--- src/rtl/ysyx_23060136_mem_access_ctrl.sv ---
// MEM-stage load/store sequencer: one valid/ready bus request per memory instruction.
// Optional watchdog enabled by defining YSYX_23060136_MEM_TIMEOUT_EN.
module ysyx_23060136_mem_access_ctrl #(
  parameter int DATA_W      = 32,
  parameter int TIMEOUT_CYC = 255
) (
  input  logic                clk,
  input  logic                rst,
  input  logic                MEM_i_commit,
  input  logic [DATA_W-1:0]   MEM_i_ALU_ALUout,
  input  logic                MEM_i_mem_to_reg,
  input  logic                MEM_i_mem_wen,
  input  logic [DATA_W-1:0]   MEM_i_wdata,
  input  logic [2:0]          MEM_i_func3,
  output logic                mem_req_valid,
  input  logic                mem_req_ready,
  output logic [DATA_W-1:0]   mem_req_addr,
  output logic                mem_req_wen,
  output logic [DATA_W-1:0]   mem_req_wdata,
  output logic [DATA_W/8-1:0] mem_req_wmask,
  input  logic                mem_resp_valid,
  input  logic [DATA_W-1:0]   mem_resp_rdata,
  input  logic                mem_resp_err,
  output logic                MEM_o_stall_req,
  output logic                MEM_o_valid,
  output logic [DATA_W-1:0]   MEM_o_rdata,
  output logic                MEM_o_err
);

  typedef enum logic [1:0] {S_IDLE, S_REQ, S_WAIT, S_DONE} state_t;

  state_t              r_state, w_next;
  logic [DATA_W-1:0]   r_addr, r_wdata, r_rdata;
  logic [DATA_W/8-1:0] r_wmask;
  logic [2:0]          r_func3;
  logic [1:0]          r_lane;
  logic                r_wen, r_err;

  logic                w_mem_op, w_aligned, w_timeout;
  logic [1:0]          w_lane;
  logic [DATA_W/8-1:0] w_wmask;
  logic [DATA_W-1:0]   w_sh, w_load;

  assign w_mem_op = MEM_i_commit & (MEM_i_mem_to_reg | MEM_i_mem_wen);
  assign w_lane   = MEM_i_ALU_ALUout[1:0];
  assign w_sh     = mem_resp_rdata >> {r_lane, 3'b000};

  // NOTE: every always_comb output gets a default first, otherwise a missed branch infers a latch.
  always_comb begin
    w_aligned = 1'b1;
    w_wmask   = '1;
    case (MEM_i_func3[1:0])
      2'b00: w_wmask = 4'b0001 << w_lane;
      2'b01: begin
        w_wmask   = 4'b0011 << w_lane;
        w_aligned = ~w_lane[0];
      end
      2'b10: w_aligned = (w_lane == 2'b00);
      default: ;
    endcase
  end

  always_comb begin
    w_load = w_sh;
    case (r_func3)
      3'b000: w_load = {{24{w_sh[7]}}, w_sh[7:0]};
      3'b100: w_load = {24'd0, w_sh[7:0]};
      3'b001: w_load = {{16{w_sh[15]}}, w_sh[15:0]};
      3'b101: w_load = {16'd0, w_sh[15:0]};
      default: ;
    endcase
  end

`ifdef YSYX_23060136_MEM_TIMEOUT_EN
  localparam int CNT_W = ($clog2(TIMEOUT_CYC + 1) > 8) ? $clog2(TIMEOUT_CYC + 1) : 8;
  logic [CNT_W-1:0] r_cnt;

  // Counter value k means the access is in its k-th cycle since REQ entry.
  always_ff @(posedge clk) begin
    if (rst || r_state == S_IDLE) r_cnt <= '0;
    else if (r_state == S_REQ || r_state == S_WAIT) r_cnt <= r_cnt + 1'b1;
  end

  assign w_timeout = (r_state == S_REQ || r_state == S_WAIT) &&
                     (r_cnt == CNT_W'(TIMEOUT_CYC - 1));
`else
  // No watchdog: the access waits for the bus indefinitely.
  assign w_timeout = (TIMEOUT_CYC < 0);
`endif

  always_comb begin
    w_next = r_state;
    case (r_state)
      S_IDLE: if (w_mem_op) w_next = w_aligned ? S_REQ : S_DONE;
      S_REQ:  if (w_timeout) w_next = S_DONE;
              else if (mem_req_ready) w_next = S_WAIT;
      S_WAIT: if (w_timeout || mem_resp_valid) w_next = S_DONE;
      S_DONE: w_next = S_IDLE;
      default: w_next = S_IDLE;
    endcase
  end

  // NOTE: sequential state uses non-blocking assignments so every register samples pre-edge values.
  always_ff @(posedge clk) begin
    if (rst) r_state <= S_IDLE;
    else     r_state <= w_next;
  end

  // NOTE: the payload registers are reset too, because every output must read 0 after reset.
  always_ff @(posedge clk) begin
    if (rst) begin
      r_addr  <= '0;
      r_wdata <= '0;
      r_wmask <= '0;
      r_func3 <= '0;
      r_lane  <= '0;
      r_wen   <= 1'b0;
      r_err   <= 1'b0;
      r_rdata <= '0;
    end else begin
      case (r_state)
        S_IDLE: if (w_mem_op) begin
          if (w_aligned) begin
            r_addr  <= {MEM_i_ALU_ALUout[DATA_W-1:2], 2'b00};
            r_wdata <= MEM_i_wdata << {w_lane, 3'b000};
            r_wmask <= w_wmask;
            r_func3 <= MEM_i_func3;
            r_lane  <= w_lane;
            r_wen   <= MEM_i_mem_wen;
            r_err   <= 1'b0;
          end else begin
            r_err   <= 1'b1;
            r_rdata <= '0;
          end
        end
        S_REQ, S_WAIT: begin
          if (w_timeout) begin
            r_err   <= 1'b1;
            r_rdata <= '0;
          end else if (r_state == S_WAIT && mem_resp_valid) begin
            r_err <= mem_resp_err;
            if (!r_wen) r_rdata <= mem_resp_err ? '0 : w_load;
          end
        end
        default: ;
      endcase
    end
  end

  assign mem_req_valid   = (r_state == S_REQ);
  assign mem_req_addr    = r_addr;
  assign mem_req_wen     = r_wen;
  assign mem_req_wdata   = r_wdata;
  assign mem_req_wmask   = r_wmask;
  assign MEM_o_stall_req = (r_state == S_IDLE && w_mem_op && w_aligned && !rst) ||
                           (r_state == S_REQ) || (r_state == S_WAIT);
  assign MEM_o_valid     = (r_state == S_DONE);
  assign MEM_o_err       = (r_state == S_DONE) && r_err;
  assign MEM_o_rdata     = r_rdata;

endmodule

--- config.mk ---
export PLATFORM = sky130hd
export DESIGN_NAME = ysyx_23060136_mem_access_ctrl
export DESIGN_NICKNAME = d
export VERILOG_FILES = /design/src/rtl/ysyx_23060136_mem_access_ctrl.sv
export SDC_FILE = /design/constraint.sdc
export NUM_CORES = 1
export LEC_CHECK = 0
export BUFFER_PORTS_ARGS = -buffer_cell sky130_fd_sc_hd__buf_4
export CAP_MARGIN = 5
export CORE_UTILIZATION = 45
export CTS_CLUSTER_DIAMETER = 60
export DETAILED_ROUTE_END_ITERATION = 8
export PLACE_DENSITY_LB_ADDON = 0.15
export SLEW_MARGIN = 20
export SYNTH_ARGS = -nofsm -noshare
export SYNTH_HDL_FRONTEND = slang
export SYNTH_SLANG_ARGS = --single-unit
--- constraint.sdc ---
create_clock -name clk -period 3.6 [get_ports clk]
set_clock_uncertainty 0.2 [all_clocks]
set_input_delay 0.9 -clock clk [delete_from_list [all_inputs] [get_ports clk]]
set_output_delay 0.9 -clock clk [all_outputs]
set_load 0.01 [all_outputs]
# Word level (Yosys, flattened, before mapping)
# Cells that the tools add are included.
# Widths: inputs -> output; s select.
[totals] word_cells=66 regBits=107 output_inout_bits=105
[op_classes] muxes=18 shifts=4 reduce_logical=18 n_bitwise=3 n_eq_ne=14
[ops] operator="$mux 32" n=5
[ops] operator="$pmux 32 s4" n=1
[ops] operator="$pmux 32 s2" n=1
[ops] operator="$shl 32x5->32" n=1
[ops] operator="$shr 32x5->32" n=1
[ops] operator="$ne 2x2->1 const B" n=5
[ops] operator="$reduce_and 3->1" n=3
[ops] operator="$mux 2" n=4
[ops] operator="$pmux 2 s4" n=1
[ops] operator="$pmux 4 s2" n=1
[ops] operator="$eq 2x2->1 const B" n=3
[ops] operator="$eq 3x3->1 const B" n=2
[ops] operator="$logic_not 2->1" n=3
[ops] operator="$logic_and 1x1->1" n=5
[ops] operator="$reduce_and 5->1" n=1
[ops] operator="$eq 2x1->1 const B" n=2
[ops] operator="$pmux 1 s2" n=2
[ops] operator="$shl 1x2->4 const A" n=1
[ops] operator="$shl 2x2->4 const A" n=1
[ops] operator="$eq 3x1->1 const B" n=1
[ops] operator="$logic_not 3->1" n=1
[ops] operator="$mux 1" n=3
[ops] operator="$logic_or 1x1->1" n=2
[ops] operator="$ne 2x1->1 const B" n=1
[ops] operator="other kinds (6)" n=6

# Longest topological paths before layout
[logic_depth] word_depth=7 mapped_depth=8 depth_no_buf=6

# Worst setup path after synthesis
# No wires, ideal clock.
[synth_path] kind="input to output" from="in MEM_i_func3[0]" to="out MEM_o_stall_req" stages=7 t_required_ns=2.500 t_arrival_ns=2.448 path_buffers=2 path_slack_ns=0.052 path_cell_list="inv_1 -> ha_1 -> a21bo_2 -> a211o_1 -> buf_6 -> clkbuf_1 -> o21ai_0"
[synth_between] elab_chain_len=6
[synth_lines] element="from (decl)" line_no="14" source="input logic [2:0] MEM_i_func3,"
[synth_lines] element="$eq 2x2->1 or $eq 2x1->1 (tied branches)" line_no="52" source="case (MEM_i_func3[1:0])"
[synth_lines] element="$pmux 1 s2 *" line_no="52"
[synth_lines] element="$logic_and 1x1->1 * (2 in a row)" line_no="155" source="assign MEM_o_stall_req = (r_state == S_IDLE && w_mem_op && w_aligned && !rst) ||"
[synth_lines] element="$logic_or 1x1->1 *" line_no="155"
[synth_lines] element="$logic_or 1x1->1 *" line_no="156" source="(r_state == S_REQ) || (r_state == S_WAIT);"
[synth_lines] element="to (decl)" line_no="24" source="output logic MEM_o_stall_req,"
# Mark *: on every way between the ends. The rest lies on a longest branch, timed or not.

# Worst setup path in the final report
# Same ends and word-level chain as after synthesis.

==> flow_summary.yaml <==
final_layout:
  final-instance-count-excl-fill: 932
  drive_above_1_share_pct: 32.1
  antenna_cells_inserted: 0
  final_core_util_pct: 63.4
  finish.net_count: 903
  area_growth_syn_to_layout_pct: 36.5
  layout.filler_cells: 951
  post-route-cell-area_um2: 6900
die:
  initial_core_utilization_pct: 46.4
  chipHeight_um: 108
  coreArea_um2: 10900
  dieArea_um2: 11700
  design.portCount: 212
  fp.dieW_um: 108
  rows: 38
global_routing:
  grt_pass1_vias: 4621
  largest_net_degree_at_the_start_of_global_routing: 79
  track_usage_pct: 25.3
  grt_first_pass_wirelength_um: 23200
  antenna_found_initial: 0
  gr-total-overflow: 0
worst_setup_path:
  rr_startpoint: "r_state[1]"
  timing.critical_path.to: "MEM_o_stall_req"
  crit_slowest_cell: "ha_1"
  setup.worst_path.class: "input pin to primary output"
  rr_endpoint: "MEM_o_rdata[12]"
  timing.critical_path.fanout_max: 4
  crit_path_end_kind: "primary output"
  worstPathArrival_ps: 2290
  worstPathBufferInverterCount: 3
  cp_top_family: "compound AO/OA/AOI/OAI gates"
  crit_path_launch_type: "input pin"
  crit_path_frequent_cell: "buf_4"
  cp_slowest_stage_delay_ps: 330
  timing.critical_path.cells: "buf_4 > inv_1 > ha_1 > a21bo_2 > a211o_2 > o21ai_0 > buf_4"
  crit_start: "MEM_i_func3[0]"
  ff2ff_path_depth: 6
  required_ps: 2500
  worst-path-stages: 7
  r2r_slack_ps: 890
detailed_routing:
  routed_via_density: 5.46
  dr_total_vias: 5089
  drt_first_pass_iters: 5
  drt.antenna.violating_nets: 0
  total_wirelength_um: 14700
  drc: 0
  drtIter0Drc: 342
  avgRoutedWirePerCell_um: 15.8
synthesis:
  synthArstFlopShare_pct: 0
  synth_cell_types: 47
  synth_ff_type: "dfxtp_1"
  yosysSeqAreaShare_pct: 42.4
  synth_top_cell_area_share_pct: 42.4
  synth_edf_count: 0
  synth.largest_area_cell: "dfxtp_1"
  ys.warnings.count: 0
  syn_area_um2: 5050
  synth.ff_latch_count: 107
  netlist_instances: 603
  syn_area_per_cell_um2: 8.38
  ys_top_cells_by_area: "dfxtp_1 (42%), mux2i_1 (9.3%), a21oi_1 (8.4%), nand2_1 (7.9%), nor2_1 (2.8%)"
sta:
  max_clock_freq_mhz: 295
  drv_slew: 0
  setup_viol_count_final: 0
  final_hold_viol_count: 0
  worst_pin_slew_ps: 831
  timing.final.crit_share_pct: 94.1
  grt_setup_unrepaired: "no"
  final_period_minus_worst_setup_slack_ps: 3390
  finalSetupTns_ps: 0
  relSlewSlack_pct: 44.6
clocking:
  root_buffer: "clkbuf_8"
  clk_path_buf_depth: 2
  clk_pin_slew_ps: 90
  insertion_delay_ps: 370
  ctsResizeCount: 0
  number_of_hold_buffers_added_after_cts: 0
  htree_num_levels: 3
  tritoncts: "built"
  cts_inserted_buffers: 9
  cts_sinks: 107
  postCtsSetupBuffers: 0
placement:
  dpl.hpwl_um: 10600
  io_buffers: 209
  gp_congestion: 0.889
  placed_cell_area_um2: 6680
  dpl.cell_count: 915
power:
  power_frac_seq_pct: 42.2
  leakage_power_nw: 2.87
  p_clk_share_pct: 25.0
  power_density_nw_per_um2: 460
  vdd.ir_drop.worst_v: 0.000260
  power_switching_share_pct: 33.7
  p_int_mw: 2.11
  power_mw: 3.17
  switchingPower_mw: 1.07
  combinationalPowerShare_pct: 32.8
hold_path:
  worst_hold_path.num_cells: 2
  hold_path_class: "register to register"
  hp_start: "mem_req_addr[4]"
run_status:
  outcome: "finished, final reports clean"
run:
  max_cap_viol_count: 0
==> layer usage <==
layer	routed length [µm]	global-route usage (%)	up-vias
met3	1030	5.00	21
met2	6880	39.8	197
met4	343	10.8	0
met1	6460	33.7	2387
met5	0	0	-
li1	-	-	2484
==> worst min path at each step <==
stage,endpoint,slack (ps)
global route,mem_req_addr[10],280
finish,mem_req_addr[4],260
detailed placement,mem_req_wdata[9],250
CTS,mem_req_addr[4],260
floorplan,r_func3[2],250
global placement,mem_req_wdata[11],240
==> state kept, by name, indices dropped and copies added (netlist names) <==
register,count
MEM_o_rdata,32
mem_req_addr,30
mem_req_wdata,32
mem_req_wen,1
mem_req_wmask,4
r_err,1
r_func3,3
r_lane,2
r_state,2
==> power by group through the flow <==
stage,clock (mW),sequential [mW],combinational (mW)
after floorplan,0,1.39,0.612
after global placement,0,1.36,1.01
after detailed placement,0,1.36,1.04
after CTS,0.808,1.34,1.04
after global routing,0.854,1.35,1.15
final,0.795,1.34,1.04
==> cells by family (layout without fill, tap and decap cells) <==
group	after synthesis	after routing	share of synthesized area (%)
AND/OR/NAND/NOR	201	201	17.2
AO/OA/AOI/OAI	171	171	21.6
flip-flops	107	107	42.4
buffers and inverters	58	246	4.93
multiplexers	56	56	11.5
adder cells (fa/ha/maj)	9	9	2.23
other	1	2	0.0742
==> area by class of cell <==
class	count	area, µm²	area share, %
multi-input combinational	439	2680	38.8
inverter	8	30.0	0.435
sequential	107	2140	31.1
clock inverter	5	77.6	1.12
tap	140	175	2.54
timing repair buffer	222	1670	24.2
clock buffer	11	131	1.90
==> worst register-to-register path, cell delays in order, from the launching register on <==
cell	delay, ps
dfxtp_1	400
inv_1	100
ha_1	360
nand3_1	150
a2111oi_2	600
nor3b_2	600
a32o_1	250
==> through the flow <==
| stage | worst slack (ps) | hold WS, ps |
|---|---|---|
| global route | 74.1 | 278 |
| finish | 211 | 258 |
| detailed placement | 202 | 248 |
| CTS | 195 | 263 |
| floorplan | 52.0 | 252 |
| global placement | 223 | 241 |
==> Yosys cell counts, types with 2 or more instances <==
| cell type | count |
|---|---|
| o2bb2ai_1 | 16 |
| nor3_1 | 12 |
| and2_1 | 2 |
| mux2i_1 | 47 |
| a311oi_1 | 4 |
| a21oi_1 | 85 |
| mux2_2 | 8 |
| buf_4 | 2 |
| a22oi_1 | 9 |
| nand3_1 | 19 |
| inv_1 | 8 |
| buf_1 | 5 |
| a21o_1 | 2 |
| buf_2 | 13 |
| a32o_1 | 7 |
| nand2_1 | 106 |
| o211ai_1 | 9 |
| or3_1 | 8 |
| ha_1 | 9 |
| nor2b_1 | 4 |
| a211oi_1 | 8 |
| o221ai_1 | 2 |
| nor2_1 | 38 |
| o21ai_0 | 18 |
| or2_2 | 2 |
| dfxtp_1 | 107 |
| nand2b_1 | 5 |
| clkbuf_1 | 29 |
==> cells in the final DEF (no fill, tap or decap), types with 5 or more instances in the layout <==
| cell | instances |
|---|---|
| or3_1 | 8 |
| o21ai_0 | 18 |
| a22oi_1 | 9 |
| nand2b_1 | 5 |
| mux2i_1 | 47 |
| a211oi_1 | 8 |
| o2bb2ai_1 | 16 |
| o211ai_1 | 9 |
| nor2_1 | 38 |
| nor3_1 | 12 |
| a32o_1 | 7 |
| inv_1 | 8 |
| ha_1 | 9 |
| nand3_1 | 19 |
| buf_4 | 221 |
| dfxtp_1 | 107 |
| mux2_2 | 8 |
| nand2_1 | 106 |
| a21oi_1 | 85 |
| clkbuf_8 | 9 |
Power figures use the tool's default switching activity.
